--- src/rtl/sequence_generator_pkg.sv ---
// Shared defaults and FSM state type for the gate-sequence enumerator
// and the downstream sequence multiplier.
package sequence_generator_pkg;

    localparam int DEF_SEQ_INDEX_BITS = 5;
    localparam int DEF_GATE_BITS      = 5;
    localparam int DEF_NUM_GATES      = 6;
    localparam int DEF_MAX_LENGTH     = 5;

    typedef enum logic [2:0] {
        ST_IDLE,
        ST_ISSUE,
        ST_WAIT_AVAIL,
        ST_ADVANCE,
        ST_FINISHED
    } gen_state_e;

endpackage

--- src/rtl/sequence_generator_gate_odometer.sv ---
// Base-NUM_GATES digit counter over the live length, reporting the highest
// digit an increment would change and whether it carries out of the top digit.
module sequence_generator_gate_odometer #(
    parameter int SEQ_INDEX_BITS = 5,
    parameter int GATE_BITS      = 5,
    parameter int NUM_GATES      = 6,
    parameter int MAX_LENGTH     = 5
) (
    input  logic                      clk,
    input  logic                      reset,
    input  logic                      clear_i,
    input  logic                      incr_i,
    input  logic [SEQ_INDEX_BITS:0]   length_i,
    input  logic [SEQ_INDEX_BITS-1:0] sel_i,
    output logic [GATE_BITS-1:0]      gate_o,
    output logic [SEQ_INDEX_BITS-1:0] restart_o,
    output logic                      overflow_o
);

    logic [GATE_BITS-1:0] digit_q [MAX_LENGTH];
    logic [GATE_BITS-1:0] digit_d [MAX_LENGTH];
    logic [MAX_LENGTH:0]   carry;
    logic [MAX_LENGTH-1:0] live;
    logic [MAX_LENGTH-1:0] wrap;
    logic [MAX_LENGTH-1:0] changed;
    logic [MAX_LENGTH-1:0] ovf_hit;

    assign carry[0] = 1'b1;

    // Carry ripples only through live digits; a digit changes iff a carry reaches it.
    for (genvar gi = 0; gi < MAX_LENGTH; gi++) begin : g_digit
        assign live[gi]      = ((SEQ_INDEX_BITS+1)'(gi) < length_i);
        assign wrap[gi]      = (digit_q[gi] == GATE_BITS'(NUM_GATES - 1));
        assign changed[gi]   = carry[gi] & live[gi];
        assign carry[gi+1]   = changed[gi] & wrap[gi];
        assign ovf_hit[gi]   = carry[gi+1] & (length_i == (SEQ_INDEX_BITS+1)'(gi + 1));
        assign digit_d[gi]   = clear_i                  ? '0 :
                               (incr_i && changed[gi])  ? (wrap[gi] ? '0 : digit_q[gi] + 1'b1) :
                               digit_q[gi];
    end

    always_ff @(posedge clk or posedge reset) begin
        if (reset) begin
            for (int i = 0; i < MAX_LENGTH; i++) begin
                digit_q[i] <= '0;
            end
        end else begin
            for (int i = 0; i < MAX_LENGTH; i++) begin
                digit_q[i] <= digit_d[i];
            end
        end
    end

    always_comb begin
        restart_o = '0;
        gate_o    = '0;
        for (int i = 0; i < MAX_LENGTH; i++) begin
            if (changed[i]) begin
                restart_o = SEQ_INDEX_BITS'(i);
            end
            if (sel_i == SEQ_INDEX_BITS'(i)) begin
                gate_o = digit_q[i];
            end
        end
    end

    assign overflow_o = |ovf_hit;

endmodule

--- src/rtl/sequence_generator.sv ---
// Enumerates all gate sequences of length 1..MAX_LENGTH and presents each one,
// highest index first, to the sequence multiplier over a ready/available handshake.
module sequence_generator
    import sequence_generator_pkg::*;
#(
    parameter int SEQ_INDEX_BITS = DEF_SEQ_INDEX_BITS,
    parameter int GATE_BITS      = DEF_GATE_BITS,
    parameter int NUM_GATES      = DEF_NUM_GATES,
    parameter int MAX_LENGTH     = DEF_MAX_LENGTH
) (
    input  logic                      clk,
    input  logic                      reset,
    input  logic                      start,
    input  logic                      stop,
    input  logic                      hold,
    output logic [SEQ_INDEX_BITS-1:0] seq_index,
    output logic [GATE_BITS-1:0]      seq_gate,
    output logic                      ready,
    output logic                      first,
    input  logic                      available,
    output logic [SEQ_INDEX_BITS:0]   seq_length,
    output logic [31:0]               seq_count,
    output logic                      busy,
    output logic                      finished
);

    localparam logic [SEQ_INDEX_BITS:0] MAX_LEN_L = (SEQ_INDEX_BITS+1)'(MAX_LENGTH);

    gen_state_e                state_q, state_d;
    logic [SEQ_INDEX_BITS-1:0] index_q, index_d;
    logic [SEQ_INDEX_BITS:0]   length_q, length_d;
    logic [31:0]               count_q, count_d;
    logic                      odo_clear;
    logic                      odo_incr;
    logic [SEQ_INDEX_BITS-1:0] restart_idx;
    logic                      overflow;

    sequence_generator_gate_odometer #(
        .SEQ_INDEX_BITS (SEQ_INDEX_BITS),
        .GATE_BITS      (GATE_BITS),
        .NUM_GATES      (NUM_GATES),
        .MAX_LENGTH     (MAX_LENGTH)
    ) u_odometer (
        .clk        (clk),
        .reset      (reset),
        .clear_i    (odo_clear),
        .incr_i     (odo_incr),
        .length_i   (length_q),
        .sel_i      (index_q),
        .gate_o     (seq_gate),
        .restart_o  (restart_idx),
        .overflow_o (overflow)
    );

    always_ff @(posedge clk or posedge reset) begin
        if (reset) begin
            state_q  <= ST_IDLE;
            index_q  <= '0;
            length_q <= '0;
            count_q  <= '0;
        end else begin
            state_q  <= state_d;
            index_q  <= index_d;
            length_q <= length_d;
            count_q  <= count_d;
        end
    end

    always_comb begin
        state_d   = state_q;
        index_d   = index_q;
        length_d  = length_q;
        count_d   = count_q;
        odo_clear = 1'b0;
        odo_incr  = 1'b0;
        if (stop) begin
            state_d = ST_IDLE;
        end else begin
            case (state_q)
                ST_IDLE, ST_FINISHED: begin
                    if (start) begin
                        odo_clear = 1'b1;
                        length_d  = (SEQ_INDEX_BITS+1)'(1);
                        index_d   = '0;
                        count_d   = '0;
                        state_d   = ST_ISSUE;
                    end
                end
                ST_ISSUE: begin
                    if (!hold) begin
                        state_d = ST_WAIT_AVAIL;
                    end
                end
                ST_WAIT_AVAIL: begin
                    if (available) begin
                        if (index_q != '0) begin
                            index_d = index_q - 1'b1;
                            state_d = ST_ISSUE;
                        end else begin
                            count_d = count_q + 32'd1;
                            state_d = ST_ADVANCE;
                        end
                    end
                end
                ST_ADVANCE: begin
                    if (!overflow) begin
                        odo_incr = 1'b1;
                        index_d  = restart_idx;
                        state_d  = ST_ISSUE;
                    end else if (length_q < MAX_LEN_L) begin
                        // Next length starts from all-zero digits, top item first.
                        odo_clear = 1'b1;
                        length_d  = length_q + 1'b1;
                        index_d   = length_q[SEQ_INDEX_BITS-1:0];
                        state_d   = ST_ISSUE;
                    end else begin
                        state_d = ST_FINISHED;
                    end
                end
                default: state_d = ST_IDLE;
            endcase
        end
    end

    assign ready      = (state_q == ST_ISSUE) && !hold && !stop;
    assign first      = ((state_q == ST_ISSUE) || (state_q == ST_WAIT_AVAIL)) &&
                        ({1'b0, index_q} == (length_q - (SEQ_INDEX_BITS+1)'(1)));
    assign seq_index  = index_q;
    assign seq_length = length_q;
    assign seq_count  = count_q;
    assign busy       = (state_q != ST_IDLE) && (state_q != ST_FINISHED);
    assign finished   = (state_q == ST_FINISHED);

endmodule

--- config.mk ---
export PLATFORM = sky130hd
export DESIGN_NAME = sequence_generator
export DESIGN_NICKNAME = d
export VERILOG_FILES = /design/src/rtl/sequence_generator_pkg.sv /design/src/rtl/sequence_generator_gate_odometer.sv /design/src/rtl/sequence_generator.sv
export SDC_FILE = /design/constraint.sdc
export NUM_CORES = 1
export LEC_CHECK = 0
export ABC_AREA = 1
export BUFFER_PORTS_ARGS = -buffer_cell sky130_fd_sc_hd__buf_2
export CAP_MARGIN = 20
export CELL_PAD_IN_SITES_DETAIL_PLACEMENT = 1
export CELL_PAD_IN_SITES_GLOBAL_PLACEMENT = 1
export CORE_MARGIN = 4
export CORE_UTILIZATION = 40
export DETAILED_ROUTE_END_ITERATION = 10
export GPL_TIMING_DRIVEN = 1
export PLACE_DENSITY = 0.79
export SLEW_MARGIN = 20
export SYNTH_ARGS = -nofsm -noshare
export SYNTH_HDL_FRONTEND = slang
export SYNTH_SLANG_ARGS = --single-unit
--- constraint.sdc ---
create_clock -name clk -period 4.7 [get_ports clk]
set_input_delay 0.705 -clock clk [delete_from_list [all_inputs] [get_ports clk]]
set_output_delay 0.705 -clock clk [all_outputs]
set_load 0.01 [all_outputs]
## After elaboration in Yosys (flattened, before gate mapping)

Index checks and enable logic that the tools add are counted.

- $lt $le $gt $ge: 6
- Muxes and demuxes: 54
- Reduce and logical (&&, ||, !) cells: 30
- Add/subtract/negate cells: 9
- Bitwise gates (word level): 15
- Equal/unequal tests: 30

Operators by type and width:

| operator | number |
|---|---|
| $mux 5 | 25 |
| $mux 32 | 3 |
| $pmux 32 s2 | 1 |
| $add 32x1->32 const B | 1 |
| $eq 5x3->1 const B | 6 |
| $add 5x1->5 const B | 5 |
| $mux 3 | 7 |
| $mux 6 | 3 |
| $ne 3x3->1 const B | 5 |
| $pmux 5 s3 | 1 |
| $and 1x1->1 | 14 |
| $reduce_bool 2->1 | 7 |
| $eq 6x2->1 const B | 2 |
| $eq 6x3->1 const B | 2 |
| $lt 1x6->1 const A | 2 |
| $lt 2x6->1 const A | 2 |
| $ne 2x2->1 const B | 6 |
| $pmux 3 s4 | 1 |
| $pmux 6 s2 | 1 |
| $eq 5x2->1 const B | 2 |
| $reduce_and 5->1 | 2 |
| $logic_and 1x1->1 | 9 |
| $mux 1 | 8 |
| $add 6x1->6 const B | 1 |
| 23 further kinds | 28 |

- Register bits after elaboration: 71
- Word-level logic and storage cells: 153
- Bits of input ports: 6

## Longest topological paths before layout

- Depth in word-level cells: 18
- Mapped depth: 16

## Hierarchy

Synthesis repeated with hierarchy kept, for this count alone.

- Cells, all modules: 749
- Area, all modules: 5,016.1 um2

By module, submodules not included:

| module | times used | sequential area each (um2) | area an instance (um2) | cells each |
|---|---|---|---|---|
| sequence_generator | 1 | 1,151.1 | 3,151.8 | 492 |
| sequence_generator_gate_odometer | 1 | 625.6 | 1,864.3 | 257 |

## Least setup slack after synthesis

Ideal clock, no wire load.

- Kind: register -> output
- From: register length_q[0], in the netlist seq_length[0]
- To: output first
- Arrival: 1.716 ns
- Stages on the path, launching flop included: 7
- Required time: 3.995 ns
- Slack: 2.279 ns
- Path buffers: 0
- Path through: dfrtp_1 -> inv_1 -> ha_1 -> or2_2 -> nand2_1 -> xor2_1 -> nor4_1

- Cells in the longest elaborated chain, start to end: 3

Ends and longest elaborated chain:

| what | RTL line | source |
|---|---|---|
| from (decl) | sequence_generator.sv:31 | `logic [SEQ_INDEX_BITS:0] length_q, length_d;` |
| from (signal assigned) | sequence_generator.sv:64 | `length_q <= length_d;` |
| $sub 6x1->6 | sequence_generator.sv:127 | `({1'b0, index_q} == (length_q - (SEQ_INDEX_BITS+1)'(1)));` |
| $eq 5x6->1 | sequence_generator.sv:127 |  |
| $logic_and 1x1->1 | sequence_generator.sv:126 | `assign first = ((state_q == ST_ISSUE) \|\| (state_q == ST_WAIT_AVAIL)) &&` |
| to (decl) | sequence_generator.sv:19 | `output logic first,` |

Every way passes these cells.

## Worst setup path in the final report

- From: register length_q[0], in the netlist seq_length[0]
- To: register u_odometer.digit_q[4] (netlist name)

- Cells in the longest elaborated chain, start to end: 17
- Elaborated cells on any way between the ends: 36

Ends and longest elaborated chain:

| what | RTL line | source |
|---|---|---|
| $lt 1x6->1 | sequence_generator_gate_odometer.sv:32 | `assign live[gi] = ((SEQ_INDEX_BITS+1)'(gi) < length_i);` |
| $and 1x1->1 | sequence_generator_gate_odometer.sv:35 | `assign carry[gi+1] = changed[gi] & wrap[gi];` |
| $and 1x1->1 | sequence_generator_gate_odometer.sv:34 | `assign changed[gi] = carry[gi] & live[gi];` |
| $and 1x1->1 | sequence_generator_gate_odometer.sv:35 |  |
| $and 1x1->1 | sequence_generator_gate_odometer.sv:34 |  |
| $and 1x1->1 | sequence_generator_gate_odometer.sv:35 |  |
| $and 1x1->1 | sequence_generator_gate_odometer.sv:34 |  |
| $and 1x1->1 | sequence_generator_gate_odometer.sv:35 |  |
| $and 1x1->1 | sequence_generator_gate_odometer.sv:34 |  |
| $and 1x1->1 | sequence_generator_gate_odometer.sv:35 |  |
| $and 1x1->1 | sequence_generator_gate_odometer.sv:36 | `assign ovf_hit[gi] = carry[gi+1] & (length_i == (SEQ_INDEX_BITS+1)'(gi + 1));` |
| $reduce_or 5->1 | sequence_generator_gate_odometer.sv:67 | `assign overflow_o = \|ovf_hit;` |
| $mux 1 | sequence_generator.sv:106 | `if (!overflow) begin` |
| $mux 1 | sequence_generator.sv:79 | `case (state_q)` |
| $mux 1 | sequence_generator.sv:76 | `if (stop) begin` |
| $logic_and 1x1->1 | sequence_generator_gate_odometer.sv:38 | `(incr_i && changed[gi]) ? (wrap[gi] ? '0 : digit_q[gi] + 1'b1) :` |
| $reduce_bool 2->1 (no line) | -- |  |
| to (signal, indexed assignment) | sequence_generator_gate_odometer.sv:49 | `digit_q[i] <= digit_d[i];` |
| to (decl) | sequence_generator_gate_odometer.sv:20 | `logic [GATE_BITS-1:0] digit_q [MAX_LENGTH];` |

Several ways; a longest one is shown, not always the timed one.
A chain may end at the register's enable or synchronous reset.

==> metrics.md <==
| Metric | Value |
|---|---|
| Number of library cell types mapped by synthesis | `47` |
| Synth area leaders | `dfrtp_1 37%, nand2_1 11%, nand3_1 8.4%, inv_1 6.7%, ha_1 5.4%` |
| Initial Util | `40.67%` |
| Least-Margin Pin Slew | `0.8854 ns` |
| # Post-CTS Setup Buffers | `0` |
| RSZ-0062 raised after global routing | `no` |
| CP Capture Type | `register` |
| Total GRT Usage | `21.93%` |
| Worst setup margin | `1.610 ns` |
| Grt ovf | `0` |
| Most frequent cells in the layout | `143 x nand2_1, 86 x inv_1, 82 x nand3_1` |
| Worst reg-to-reg path cell count | `14` |
| CTS Buf Count | `9` |
| Number of hold buffers added after CTS | `0` |
| Final period util | `65.75%` |
| Logic pwr share | `36.4%` |
| Cts repair resizes | `0` |
| Cell Int Power | `1.407 mW` |
| YS warnings | `0` |
| Sequential element share of the synthesized area | `36.52%` |
| Commonest non-fill, non-tap cell in the layout | `nand2_1` |
| Final-stage net count | `750` |
| Clk pwr share | `33.7%` |
| Syn_area_per_cell | `7.348 sq um` |
| I/O Pins | `58` |
| Vias per Instance | `5.448` |
| Sw Pwr | `0.9568 mW` |
| Top cell type's share of synthesized area | `36.52%` |
| Number of port buffers | `57` |
| Setup TNS Final | `0 ns` |
| RD Place Congestion | `0.8866` |
| CORE AREA | `0.01196 sq mm` |
| Clk root buf | `clkbuf_16` |
| Share of cells above drive strength 1 | `14.15%` |
| Row count | `40` |
| Pre-CTS WS | `1.641 ns` |
| Slew headroom | `40.89%` |
| Final setup fails | `0` |
| RR Startpoint | `seq_length[0]$_DFFE_PP0P_` |
| Switching share of power | `40.48%` |
| WHS Endpoint | `seq_count[30]$_DFFE_PP0P_` |
| WL/cell | `17.04 um` |
| Placed instance area | `0.005276 sq mm` |
| Max rail drop VDD | `0.0002857 V` |
| Reg2reg end | `u_odometer.digit_q[4]$_DFFE_PP0P_` |
| Final Hold Viols | `0` |
| Syn Nets | `689` |
| Synth Cell Area | `0.004865 sq mm` |
| Post-synth top area cell | `dfrtp_1` |
| Worst-Skew Late Latency | `0.34 ns` |
| Skew final | `0.006276 ns` |
| Final min period | `3.090 ns` |
| P_leak | `2.789 nW` |
| Worst hold path class | `register to register` |
| Pwr dens | `420.9 mW/mm^2` |
| Worst Setup SP | `seq_length[0]$_DFFE_PP0P_` |
| Die Wd | `118.3 um` |
| H-tree level count | `3` |
| #FFs+latches synth | `71` |
| Worst setup SP type | `register` |
| Status | `complete, no violations` |
| Design area | `0.005615 sq mm` |
| Antenna Cells | `0` |
| Die area | `0.01399 sq mm` |
| Dpl cells | `859` |
| R2R setup slack | `1.61 ns` |
| Utilization after layout | `46.95%` |
| DRC Markers | `0` |
| WS Path Type | `register to register` |
| Drt pass-1 iters | `4` |
| Reg power frac | `29.9%` |
| Vias post-DR | `4767` |
| Max Root-Sink Buffers | `2` |
| Max Fanout on Critical Path | `46` |
| Vias in the first global route | `5020` |
| Fmax | `0.3236 GHz` |
| Max-slew violation count | `0` |
| Post-synthesis cell count | `662` |
| Largest net degree at the start of global routing | `47` |
| Hold path cells | `1` |
| Max-cap viol count | `0` |
| Crit path DAT | `3.32 ns` |
| Chip height | `118.3 um` |
| Final wirelength | `14910 um` |
| Detail Route Antenna Nets | `0` |
| Global-route wire length before repair | `25120 um` |
| Post-DP HPWL | `11280 um` |
| Clock net sink count | `71` |
| CTS tree | `yes` |
| Worst endpoint required time | `4.93 ns` |
| Area Growth Syn to Fin | `15.43%` |
| Non-Filler Instances | `875` |
| Clock transition at the registers of the reported paths | `0.06 ns` |
| Min-delay src | `seq_count[30]$_DFFE_PP0P_` |
| Initial antenna violation count | `0` |
| Initial DRC count | `194` |
cell families (layout without fill, tap and decap cells):
logic type,Yosys count,in the layout,synth area share [%]
AO/OA/AOI/OAI,83,83,10.00
XOR/XNOR,17,17,3.061
adder cells (fa/ha/maj),21,21,5.401
buffers and inverters,99,165,8.359
flip-flops,71,71,36.52
AND/OR/NAND/NOR,371,371,36.65
registers in the layout, indices dropped and copies added, names as in the netlist:
signal and count:
u_odometer.digit_q 25, seq_length 6, seq_count 32, seq_index 5, state_q 3
final cells by class:
| cell class | instances | area, sq um |
|---|---|---|
| clock buffers | 11 | 232.7 |
| clock inverters | 5 | 106.4 |
| fillers | 1529 | 6346 |
| inverters | 91 | 341.6 |
| multi-input cells | 492 | 2681 |
| flip-flops and latches | 71 | 1777 |
| well taps | 147 | 183.9 |
| repair buffers | 58 | 292.8 |
power groups by stage:
stage	clock network, mW	logic (mW)	registers (mW)
after detailed placement	0	0.852	0.717
final	0.796	0.861	0.706
after global placement	0	0.813	0.712
after floorplan	0	0.613	0.705
after global routing	0.840	0.957	0.712
after CTS	0.813	0.859	0.706
critical path, cell delays in order, from the launching register on:
cell and delay [ns]:
dfrtp_1 0.45, inv_1 0.20, ha_1 0.28, nand3_2 0.18, nand2_4 0.10, nor2_8 0.20
nand4_2 0.15, nor2_4 0.24, nand3_2 0.12, nand2_1 0.10, inv_2 0.06, nand3_4 0.08
nand3_4 0.43, nand3b_1 0.28, nand2_1 0.08
per-stage QoR:
stage | power [mW] | hold slack, ns
after floorplan | 1.318 | 0.4757
after global placement | 1.525 | 0.4743
after detailed placement | 1.569 | 0.4957
after CTS | 2.377 | 0.5052
after global routing | 2.509 | 0.5169
final | 2.364 | 0.4999
synthesized netlist by cell type, drive strengths merged:
cell / n
nor3b: 5
a211oi: 2
o32ai: 1
o211ai: 2
ha: 21
nor3: 29
nand3: 87
nor2: 77
nand4: 16
o21bai: 1
o221ai: 5
o221a: 1
o21ai: 34
buf: 6
nand2: 145
xor2: 12
nand3b: 3
dfrtp: 71
inv: 91
nor4: 3
a21oi: 25
a31oi: 4
clkbuf: 2
o22ai: 3
xnor2: 5
o31ai: 2
and3: 3
or2: 3
o21a: 2
a221oi: 1
worst max path at each step:
stage,to,slack (ns),cells after the start
floorplan,seq_count[0]$_DFFE_PP0P_,2.20,1
global placement,u_odometer.digit_q[8]$_DFFE_PP0P_,1.76,13
detailed placement,u_odometer.digit_q[4]$_DFFE_PP0P_,1.64,14
CTS,u_odometer.digit_q[5]$_DFFE_PP0P_,1.64,14
global route,u_odometer.digit_q[7]$_DFFE_PP0P_,1.31,14
finish,u_odometer.digit_q[4]$_DFFE_PP0P_,1.61,14
metal layers:
layer | wire (um) | vias up | share of wire, % | track usage (%)
met5 | 0 | - | 0 | 0
met4 | 269 | 0 | 1.8 | 7.912
met3 | 571 | 22 | 3.8 | 3.110
met2 | 7130 | 88 | 48 | 36.33
met1 | 6937 | 2336 | 47 | 29.19
li1 | - | 2321 | - | -
(Power assumes the default switching activity.)
